**src/rtl/game_pkg.sv**
```systemverilog
// Shared game-pipeline types: screen geometry, pixel/position types and the VGA timing payload.
package game_pkg;

  localparam int unsigned SCREEN_W = 800;
  localparam int unsigned SCREEN_H = 600;

  typedef logic [11:0] pos_t;
  typedef logic [11:0] rgb_t;

  localparam rgb_t DEFAULT_KEY_COLOR = 12'hF0F;

  // VGA timing bundle carried through the sprite delay pipe
  typedef struct packed {
    pos_t hcount;
    pos_t vcount;
    logic hsync;
    logic vsync;
    logic hblnk;
    logic vblnk;
  } vga_timing_t;

  localparam int unsigned TIMING_W = $bits(vga_timing_t);

endpackage

```
**src/rtl/vga_if.sv**
```systemverilog
// VGA stream bundle: timing counters, sync/blank strobes and pixel colour.
interface vga_if;
  import game_pkg::*;

  pos_t hcount;
  pos_t vcount;
  logic hsync;
  logic vsync;
  logic hblnk;
  logic vblnk;
  rgb_t rgb;

  modport in  (input  hcount, vcount, hsync, vsync, hblnk, vblnk, rgb);
  modport out (output hcount, vcount, hsync, vsync, hblnk, vblnk, rgb);

endinterface

```
**src/rtl/delay.sv**
```systemverilog
// Parametrised WIDTH x DEPTH register pipe with synchronous clear.
module delay #(
  parameter int unsigned WIDTH = 1,
  parameter int unsigned DEPTH = 1
) (
  input  logic             clk,
  input  logic             rst,
  input  logic [WIDTH-1:0] din,
  output logic [WIDTH-1:0] dout
);

  logic [WIDTH-1:0] pipe [DEPTH];

  always_ff @(posedge clk) begin
    if (rst) begin
      for (int i = 0; i < int'(DEPTH); i++) pipe[i] <= '0;
    end else begin
      pipe[0] <= din;
      for (int i = 1; i < int'(DEPTH); i++) pipe[i] <= pipe[i-1];
    end
  end

  assign dout = pipe[DEPTH-1];

endmodule

```
**src/rtl/draw_sprite.sv**
```systemverilog
// Animated, colour-keyed sprite overlay on the VGA stream, 3 clk latency.
// Horizontal mirroring is built only when SPRITE_MIRROR_EN is defined.
module draw_sprite
  import game_pkg::*;
#(
  parameter int unsigned SPR_W       = 64,
  parameter int unsigned SPR_H       = 64,
  parameter int unsigned FRAMES      = 4,
  parameter int unsigned FRAME_TICKS = 8,
  parameter rgb_t        KEY_COLOR   = DEFAULT_KEY_COLOR,
  parameter int unsigned ADDR_W      = $clog2(SPR_W*SPR_H*FRAMES)
) (
  input  logic              clk,
  input  logic              rst,
  input  logic [11:0]       xpos,
  input  logic [11:0]       ypos,
  input  logic              mirror,
  input  logic              anim_en,
  output logic [ADDR_W-1:0] pixel_addr,
  input  logic [11:0]       rgb_pixel,
  vga_if.in                 in,
  vga_if.out                out
);

  localparam int unsigned FRAME_W   = (FRAMES > 1) ? $clog2(FRAMES) : 1;
  localparam int unsigned TICK_W    = (FRAME_TICKS > 1) ? $clog2(FRAME_TICKS) : 1;
  localparam int unsigned FRAME_PIX = SPR_W * SPR_H;

  logic               vblnk_q;
  logic               vb_rise;
  pos_t               x_l;
  pos_t               y_l;
  logic               mir_l;
  logic [FRAME_W-1:0] frame;
  logic [TICK_W-1:0]  tick;

  assign vb_rise = in.vblnk & ~vblnk_q;

  // Position is captured once per frame so a moving sprite never tears
  always_ff @(posedge clk) begin
    if (rst) begin
      vblnk_q <= 1'b0;
      x_l     <= '0;
      y_l     <= '0;
    end else begin
      vblnk_q <= in.vblnk;
      if (vb_rise) begin
        x_l <= xpos;
        y_l <= ypos;
      end
    end
  end

`ifdef SPRITE_MIRROR_EN
  always_ff @(posedge clk) begin
    if (rst)          mir_l <= 1'b0;
    else if (vb_rise) mir_l <= mirror;
  end
`else
  logic unused_mirror;
  assign unused_mirror = mirror;
  assign mir_l         = 1'b0;
`endif

  // Animation: tick counts vblank edges, frame steps every FRAME_TICKS of them
  always_ff @(posedge clk) begin
    if (rst) begin
      frame <= '0;
      tick  <= '0;
    end else if (!anim_en) begin
      tick <= '0;
    end else if (vb_rise) begin
      if (tick == TICK_W'(FRAME_TICKS - 1)) begin
        tick <= '0;
        if (FRAMES > 1 && frame != FRAME_W'(FRAMES - 1)) frame <= frame + FRAME_W'(1);
        else                                             frame <= '0;
      end else begin
        tick <= tick + TICK_W'(1);
      end
    end
  end

  // Stage 0: hit test in 13 bits so edge positions never wrap
  logic [12:0]       h13, v13, x13, y13;
  logic              hit;
  pos_t              col, row, col_m;
  logic [ADDR_W-1:0] addr;

  assign h13 = {1'b0, in.hcount};
  assign v13 = {1'b0, in.vcount};
  assign x13 = {1'b0, x_l};
  assign y13 = {1'b0, y_l};

  assign hit = (h13 >= x13) && (h13 < x13 + 13'(SPR_W)) &&
               (v13 >= y13) && (v13 < y13 + 13'(SPR_H));

  assign col = in.hcount - x_l;
  assign row = in.vcount - y_l;

`ifdef SPRITE_MIRROR_EN
  assign col_m = mir_l ? (12'(SPR_W - 1) - col) : col;
`else
  assign col_m = col;
`endif

  assign addr = ADDR_W'(32'(frame) * FRAME_PIX + 32'(row) * SPR_W + 32'(col_m));

  always_ff @(posedge clk) begin
    if (rst)      pixel_addr <= '0;
    else if (hit) pixel_addr <= addr;
    else          pixel_addr <= '0;
  end

  // Delay pipes: timing to the output edge, hit/blank and background to the ROM data edge
  vga_timing_t t_in, t_d3;
  logic        hit_d2, hblnk_d2, vblnk_d2;
  rgb_t        rgb_d2;

  assign t_in = '{hcount: in.hcount, vcount: in.vcount, hsync: in.hsync,
                  vsync: in.vsync, hblnk: in.hblnk, vblnk: in.vblnk};

  delay #(.WIDTH(TIMING_W), .DEPTH(3)) u_timing_delay (
    .clk  (clk),
    .rst  (rst),
    .din  (t_in),
    .dout (t_d3)
  );

  delay #(.WIDTH(3), .DEPTH(2)) u_hit_delay (
    .clk  (clk),
    .rst  (rst),
    .din  ({hit, in.hblnk, in.vblnk}),
    .dout ({hit_d2, hblnk_d2, vblnk_d2})
  );

  delay #(.WIDTH(12), .DEPTH(2)) u_rgb_delay (
    .clk  (clk),
    .rst  (rst),
    .din  (in.rgb),
    .dout (rgb_d2)
  );

  assign out.hcount = t_d3.hcount;
  assign out.vcount = t_d3.vcount;
  assign out.hsync  = t_d3.hsync;
  assign out.vsync  = t_d3.vsync;
  assign out.hblnk  = t_d3.hblnk;
  assign out.vblnk  = t_d3.vblnk;

  // Stage 2 composite: key colour shows the background, blanking forces black
  always_ff @(posedge clk) begin
    if (rst)                              out.rgb <= '0;
    else if (hblnk_d2 || vblnk_d2)        out.rgb <= '0;
    else if (hit_d2 && rgb_pixel != KEY_COLOR) out.rgb <= rgb_pixel;
    else                                  out.rgb <= rgb_d2;
  end

endmodule

```
**src/flat_wrapper.sv**
```systemverilog
// flat-port wrapper written by rule: the top's interface ports become plain ports
module draw_sprite_flat import game_pkg::*;
#(
  parameter int unsigned SPR_W       = 64,
  parameter int unsigned SPR_H       = 64,
  parameter int unsigned FRAMES      = 4,
  parameter int unsigned FRAME_TICKS = 8,
  parameter rgb_t        KEY_COLOR   = DEFAULT_KEY_COLOR,
  parameter int unsigned ADDR_W      = $clog2(SPR_W*SPR_H*FRAMES)
)
  (clk, rst, xpos, ypos, mirror, anim_en, pixel_addr, rgb_pixel, in_hcount, in_vcount, in_hsync, in_vsync, in_hblnk, in_vblnk, in_rgb, out_hcount, out_vcount, out_hsync, out_vsync, out_hblnk, out_vblnk, out_rgb);
  vga_if in_i ();
  vga_if out_i ();
  input  logic clk;
  input  logic rst;
  input  logic [11:0] xpos;
  input  logic [11:0] ypos;
  input  logic mirror;
  input  logic anim_en;
  output logic [ADDR_W-1:0] pixel_addr;
  input  logic [11:0] rgb_pixel;
  input wire logic [$bits(in_i.hcount)-1:0] in_hcount;
  input wire logic [$bits(in_i.vcount)-1:0] in_vcount;
  input wire logic [$bits(in_i.hsync)-1:0] in_hsync;
  input wire logic [$bits(in_i.vsync)-1:0] in_vsync;
  input wire logic [$bits(in_i.hblnk)-1:0] in_hblnk;
  input wire logic [$bits(in_i.vblnk)-1:0] in_vblnk;
  input wire logic [$bits(in_i.rgb)-1:0] in_rgb;
  output wire logic [$bits(out_i.hcount)-1:0] out_hcount;
  output wire logic [$bits(out_i.vcount)-1:0] out_vcount;
  output wire logic [$bits(out_i.hsync)-1:0] out_hsync;
  output wire logic [$bits(out_i.vsync)-1:0] out_vsync;
  output wire logic [$bits(out_i.hblnk)-1:0] out_hblnk;
  output wire logic [$bits(out_i.vblnk)-1:0] out_vblnk;
  output wire logic [$bits(out_i.rgb)-1:0] out_rgb;
  assign in_i.hcount = in_hcount;
  assign in_i.vcount = in_vcount;
  assign in_i.hsync = in_hsync;
  assign in_i.vsync = in_vsync;
  assign in_i.hblnk = in_hblnk;
  assign in_i.vblnk = in_vblnk;
  assign in_i.rgb = in_rgb;
  assign out_hcount = out_i.hcount;
  assign out_vcount = out_i.vcount;
  assign out_hsync = out_i.hsync;
  assign out_vsync = out_i.vsync;
  assign out_hblnk = out_i.hblnk;
  assign out_vblnk = out_i.vblnk;
  assign out_rgb = out_i.rgb;
  draw_sprite #(.SPR_W(SPR_W), .SPR_H(SPR_H), .FRAMES(FRAMES), .FRAME_TICKS(FRAME_TICKS), .KEY_COLOR(KEY_COLOR), .ADDR_W(ADDR_W)) u_core (.clk(clk), .rst(rst), .xpos(xpos), .ypos(ypos), .mirror(mirror), .anim_en(anim_en), .pixel_addr(pixel_addr), .rgb_pixel(rgb_pixel), .in(in_i), .out(out_i));
endmodule
```
**config.mk**
```make
export PLATFORM = sky130hd
export DESIGN_NAME = draw_sprite_flat
export DESIGN_NICKNAME = d
export VERILOG_FILES = /design/src/rtl/game_pkg.sv /design/src/rtl/vga_if.sv /design/src/rtl/delay.sv /design/src/rtl/draw_sprite.sv /design/src/flat_wrapper.sv
export SDC_FILE = /design/constraint.sdc
export NUM_CORES = 1
export LEC_CHECK = 0
export ABC_AREA = 1
export BUFFER_PORTS_ARGS = -buffer_cell sky130_fd_sc_hd__buf_4
export CORE_UTILIZATION = 55
export CTS_CLUSTER_SIZE = 20
export DETAILED_ROUTE_END_ITERATION = 8
export MAX_ROUTING_LAYER = met4
export PLACE_DENSITY = 0.79
export SLEW_MARGIN = 20
export SYNTH_ARGS = -nofsm -noshare
export SYNTH_HDL_FRONTEND = slang
export SYNTH_SLANG_ARGS = --single-unit
```
**constraint.sdc**
```tcl
create_clock -name clk -period 4.4 [get_ports clk]
set_clock_uncertainty 0.2 [all_clocks]
set_input_delay 0.66 -clock clk [delete_from_list [all_inputs] [get_ports clk]]
set_output_delay 0.66 -clock clk [all_outputs]
set_load 0.02 [all_outputs]
```
-- Word level (Yosys, flattened, before mapping)
Memories as Yosys holds them, arrays and structs flattened.
Index checks and enable logic that the tools add are counted.
- register bits after elaboration: 56
- RAM bits: 114
- output and inout bits: 54
- memories: 3
- add/sub/neg operators: 8
- $lt $le $gt $ge: 4
- equal/unequal tests: 3
- mux-type cells: 13
- bitwise logic cells: 11
- reductions and logical operators: 9
- memories (memory ; words ; width ; read ports ; clocked after memory_dff ; write ports ; RTL line ; text):
    u_core.u_timing_delay.pipe ; 3 ; 28 ; 3 ; 0 ; 3 ; delay.sv:12 ; logic [WIDTH-1:0] pipe [DEPTH];
    u_core.u_rgb_delay.pipe ; 2 ; 12 ; 2 ; 0 ; 2 ; delay.sv:12 ;
    u_core.u_hit_delay.pipe ; 2 ; 3 ; 2 ; 0 ; 2 ; delay.sv:12 ;
- operators with widths (kind ; count):
    2-to-1 mux 28 bit ; 3
    2-to-1 mux 12 bit ; 3
    adder 12 x 7 -> 13 bit, second input constant ; 2
    less-than comparator 12 x 13 -> 1 bit ; 2
    greater-or-equal comparator 12 bit ; 2
    adder 14 x 12 -> 14 bit ; 1
    adder 14 bit ; 1
    inequality test 12 bit, second input constant ; 1
    subtractor 12 bit ; 1
    2-to-1 mux 3 bit ; 3
    subtractor 8 bit ; 1
    OR 1 bit ; 7
    OR reduction 2 bit ; 3
    logical AND 1 bit ; 4
    adder 3 x 1 -> 3 bit, second input constant ; 1
    equality test 3 bit, second input constant ; 1
    2-to-1 mux 1 bit ; 3
    NOT 1 bit ; 3
    AND reduction 3 bit ; 1
    adder 2 x 1 -> 2 bit, second input constant ; 1
    2-to-1 mux 2 bit ; 1
    inequality test 2 bit, second input constant ; 1
    bitwise AND 1 bit ; 1
    logical OR 1 bit ; 1

-- Longest topological paths before layout
- depth in word-level cells: 7
- gate-level depth with buffers: 19

-- Cells and area by module
Synthesis repeated with hierarchy kept, for this count alone.
- cells, all modules: 905
- area total of the unflattened synthesis: 7253.2 um^2
- modules (own cells, without submodules) (module ; times used ; cells each ; area an instance (um^2)):
    draw_sprite ; 1 ; 509 ; 3684.8
    delay at u_core.u_timing_delay ; 1 ; 289 ; 2607.5
    delay at u_core.u_rgb_delay ; 1 ; 86 ; 773.2
    delay at u_core.u_hit_delay ; 1 ; 21 ; 187.7

-- Worst setup path before layout
No wires, ideal clock.
- path kind: input to register
- start: input port in_hcount[0]
- end: register u_core.pixel_addr[12]
- library setup time: 0.062 ns
- data arrival time: 3.125 ns
- path slack: 1.013 ns
- stages on the path: 19
- path through: inv_1 > ha_1 > fa_1 > nand3b_1 > nand2_1 > a21oi_1 > xnor2_1 > ha_1 > inv_1 > fa_1 > nand3b_1 > nand2_1 > nand2_1 > nand2_1 > nand2_1 > nand2_1 > xor2_1 > inv_1 > nor2_2
- cells in the longest elaborated chain, start to end: 6
- elaborated cells on any way between the ends: 9
- RTL lines (what ; RTL line ; text):
    from (decl) ; flat_wrapper.sv:22 ; input wire logic [$bits(in_i.hcount)-1:0] in_hcount;
    parallel branches: the longest is 6 deep, another holds adder 14 x 12 -> 14 bit ; -- ;
    to (signal assigned) ; draw_sprite.sv:110 ; else if (hit) pixel_addr <= addr;
    to (decl) ; draw_sprite.sv:19 ; output logic [ADDR_W-1:0] pixel_addr,
Several ways; the timed one is not identified.
A chain may end at the register's enable or synchronous reset.

-- Final worst setup path
Same ends and word-level chain as after synthesis.

==> qor.txt <==
Status = finished, final reports clean
CP bufs+invs = 4
Most frequent cells in the layout = 170 x inv_1, 168 x nor2_1, 165 x dfxtp_1
CP cell instances = buf_4, inv_1, ha_1, fa_1, nand3b_1, nand2_1, a21oi_1, xnor2_1, ha_1, inv_1, fa_1, nand3b_1, nand2_1, nand2_1, nand2_1, nand2_1, nand2_1, xor2_1, inv_1, nor2_2
Final ANT Viol Nets = 0
CTS clk-pin slew, worst paths = 60 ps
ANT cells = 0
Via-per-instance ratio = 4.54
Multiplexer share of the synthesized area = 0
Final WL = 12700 µm
Gr usage total = 0.218
CTS H-tree depth = 4
Synth Area in XOR/XNOR = 0.0355
Post-Synth Simple-Gate Area = 0.176
Top Family by Delay on Critical Path = adder cells
Commonest non-fill, non-tap cell in the layout = inv_1
Post-CTS resize count = 0
Slew HR = 0.389
Largest family of logic cells by synthesized area = simple AND/OR/NAND/NOR gates
CTS tree = built
Die Span Y = 114 µm
Starting DRC count in detailed routing = 336
Peak supply drop = 247 µV
Setup Total Neg Slack = 0 ps
Post-Syn Area = 6920 µm²
Die W = 114 µm
Syn_area_per_cell = 8.03 µm²
F_max = 292 MHz
Sink Count = 165
Antenna violations before repair = 0
Hold Worst Slack = 199 ps
Final period utilization = 0.779
Core Region = 12100 µm²
RSZ-0062 raised after global routing = false
Num ports = 134
Post-Synth Adder-Cell Area = 0.0955
Pwr dens = 435 nW/µm²
TritonRoute pass-1 iters = 4
Global placer's final weighted congestion = 0.841
Pin count of the biggest net entering global routing = 63
Root Buffer = clkbuf_16
Remaining global-route overflow = 0
Final hold vios = 0
Area Growth Syn to Fin = 22.1%
Share of post-route cells with drive strength above 1 = 0.189
Wire length per cell = 11.1 µm
Synth cell types = 32
Hold buffer count at CTS = 0
Register area share after synthesis = 0.478
Post-synth net total = 992
DR vias = 5204
Final setup viols = 0
Max Root-Sink Buffers = 2
Cells after synthesis = 861
WS Path Type = in2reg
Fill cell count = 1025
CTS Buf Count = 17
Worst-skew pair later-pin latency = 420 ps
Setup bufs post-CTS = 0
Max Cap Viol = 0
Starting density of the core = 0.571
Worst EP required = 4550 ps
Worst-Margin Slew = 910 ps
Minimum clock period = 3430 ps
CP dominant cell by count = nand2_1
CP arrival = 3570 ps
Worst path slowest cell = fa_1
Vias in the first global route = 4742
Std-Cell Rows = 40
Crit end category = flop
First-pass GRT wire length = 21200 µm
Synthesis Warnings = 0
Yosys reg bits = 165
Max stage delay on crit path = 420 ps
Critical path launch point type = input port
Die ar. = 13000 µm²
Leakage power = 0.00417 µW
Nets = 1098
Dpl hpwl = 9380 µm
Slew Limit Fails = 0
Layout Utilization = 0.697
Worst hold-check path type = reg2reg
Port-buffer cells = 132
DRC violations left = 0
Complex-gate fraction of the synthesized area = 0.0827
CP max FO = 4
==> kinds of logic after synthesis <==
group | after synthesis
DFF | 165
adders and majority gates | 51
xor gates and xnor gates | 28
and+or+nand+nor | 291
AOI/OAI and AO/OA | 108
buffers and inverters | 218
==> power breakdown <==
part           leakage (µW)  switching (µW)  internal [µW]  total [µW]
clock              0.000287             558            893        1450
combinational       0.00253             370            265         635
sequential          0.00136            22.9           1560        1590
total               0.00417             951           2720        3670
==> area by class of cell <==
class,instances,area [µm²],share of cell area
clock buffers,24,492,0.0582
clock inverters,7,95.1,0.0113
inverters,171,642,0.0760
multi-input cells,478,2700,0.319
flip-flops and latches,165,3300,0.391
well taps,168,210,0.0249
repair buffers,134,1010,0.119
==> metal layers <==
metal  vias up  wire [µm]  track usage
li1       2811          -            -
met4         0        260       0.0978
met2       139       5990        0.356
met3        24        642       0.0566
met1      2230       5830        0.253
met5         -          0            -
==> flip-flops by register name, summed over array words and instances, names as in the netlist <==
register / flops
u_core.y_l: 12
u_core.out.rgb: 12
u_core.x_l: 12
u_core.tick: 3
u_core.u_hit_delay.pipe: 6
u_core.frame: 2
u_core.u_timing_delay.pipe: 80
u_core.u_rgb_delay.pipe: 24
u_core.pixel_addr: 14
==> metrics by stage <==
step	total power (µW)	setup WS (ps)	cells	cell area (µm²)
final	3670	970	1147	8440
after global routing	3870	703	1147	8440
after CTS	3700	977	1147	8440
after detailed placement	2250	563	1116	7860
after global placement	2240	608	1116	7860
after floorplan	2080	1010	861	6920
==> cell usage after synthesis <==
cell type / n / share of area
xor2_1: 20 / 0.025
buf_1: 1 / 0.00054
o21a_1: 2 / 0.0022
dfxtp_1: 165 / 0.48
nand2_1: 72 / 0.039
nor2_2: 12 / 0.011
buf_6: 1 / 0.0016
nand3b_1: 4 / 0.0043
o2111ai_1: 1 / 0.0013
nor2_1: 168 / 0.091
o21ai_2: 1 / 0.0013
o211a_1: 2 / 0.0029
o21ai_0: 48 / 0.035
o211ai_1: 1 / 0.0011
nor3b_2: 1 / 0.0018
buf_4: 24 / 0.026
a31oi_1: 1 / 0.00091
nand3_2: 1 / 0.0014
nand2_2: 5 / 0.0045
nand3_1: 17 / 0.012
a21o_1: 2 / 0.0022
ha_1: 48 / 0.087
fa_1: 3 / 0.0087
clkbuf_1: 21 / 0.011
inv_2: 1 / 0.00054
nor4_1: 1 / 0.00091
a21oi_1: 50 / 0.036
xnor2_1: 8 / 0.010
inv_1: 170 / 0.092
nand4_1: 4 / 0.0036
nor2_4: 2 / 0.0033
nor3_1: 4 / 0.0029
==> worst paths after layout <==
check / depth (start not counted) / slack, ps / start / to
worst max register to register: 18 / 1030 / u_core.x_l[0] / u_core.pixel_addr[12]
worst min register to register: 2 / 200 / u_core.u_rgb_delay.pipe[0][9] / u_core.u_rgb_delay.pipe[0][21]
worst min-delay path: 2 / 200 / u_core.u_rgb_delay.pipe[0][9] / u_core.u_rgb_delay.pipe[0][21]
worst max-delay path: 20 / 970 / in_hcount[0] / u_core.pixel_addr[12]
==> worst reg2reg max path, cell delays in order (launching register included) <==
cell      delay (ps)
dfxtp_1          320
ha_1             230
fa_1             420
nand3b_1         180
nand2_1          160
a21oi_1          100
xnor2_1          200
ha_1             230
inv_1             60
fa_1             390
nand3b_1         170
nand2_1          100
nand2_1           60
nand2_1           60
nand2_1           40
nand2_1           70
xor2_1           150
inv_1             60
nor2_2           100
Note: power is estimated with default switching activity, not from simulation.
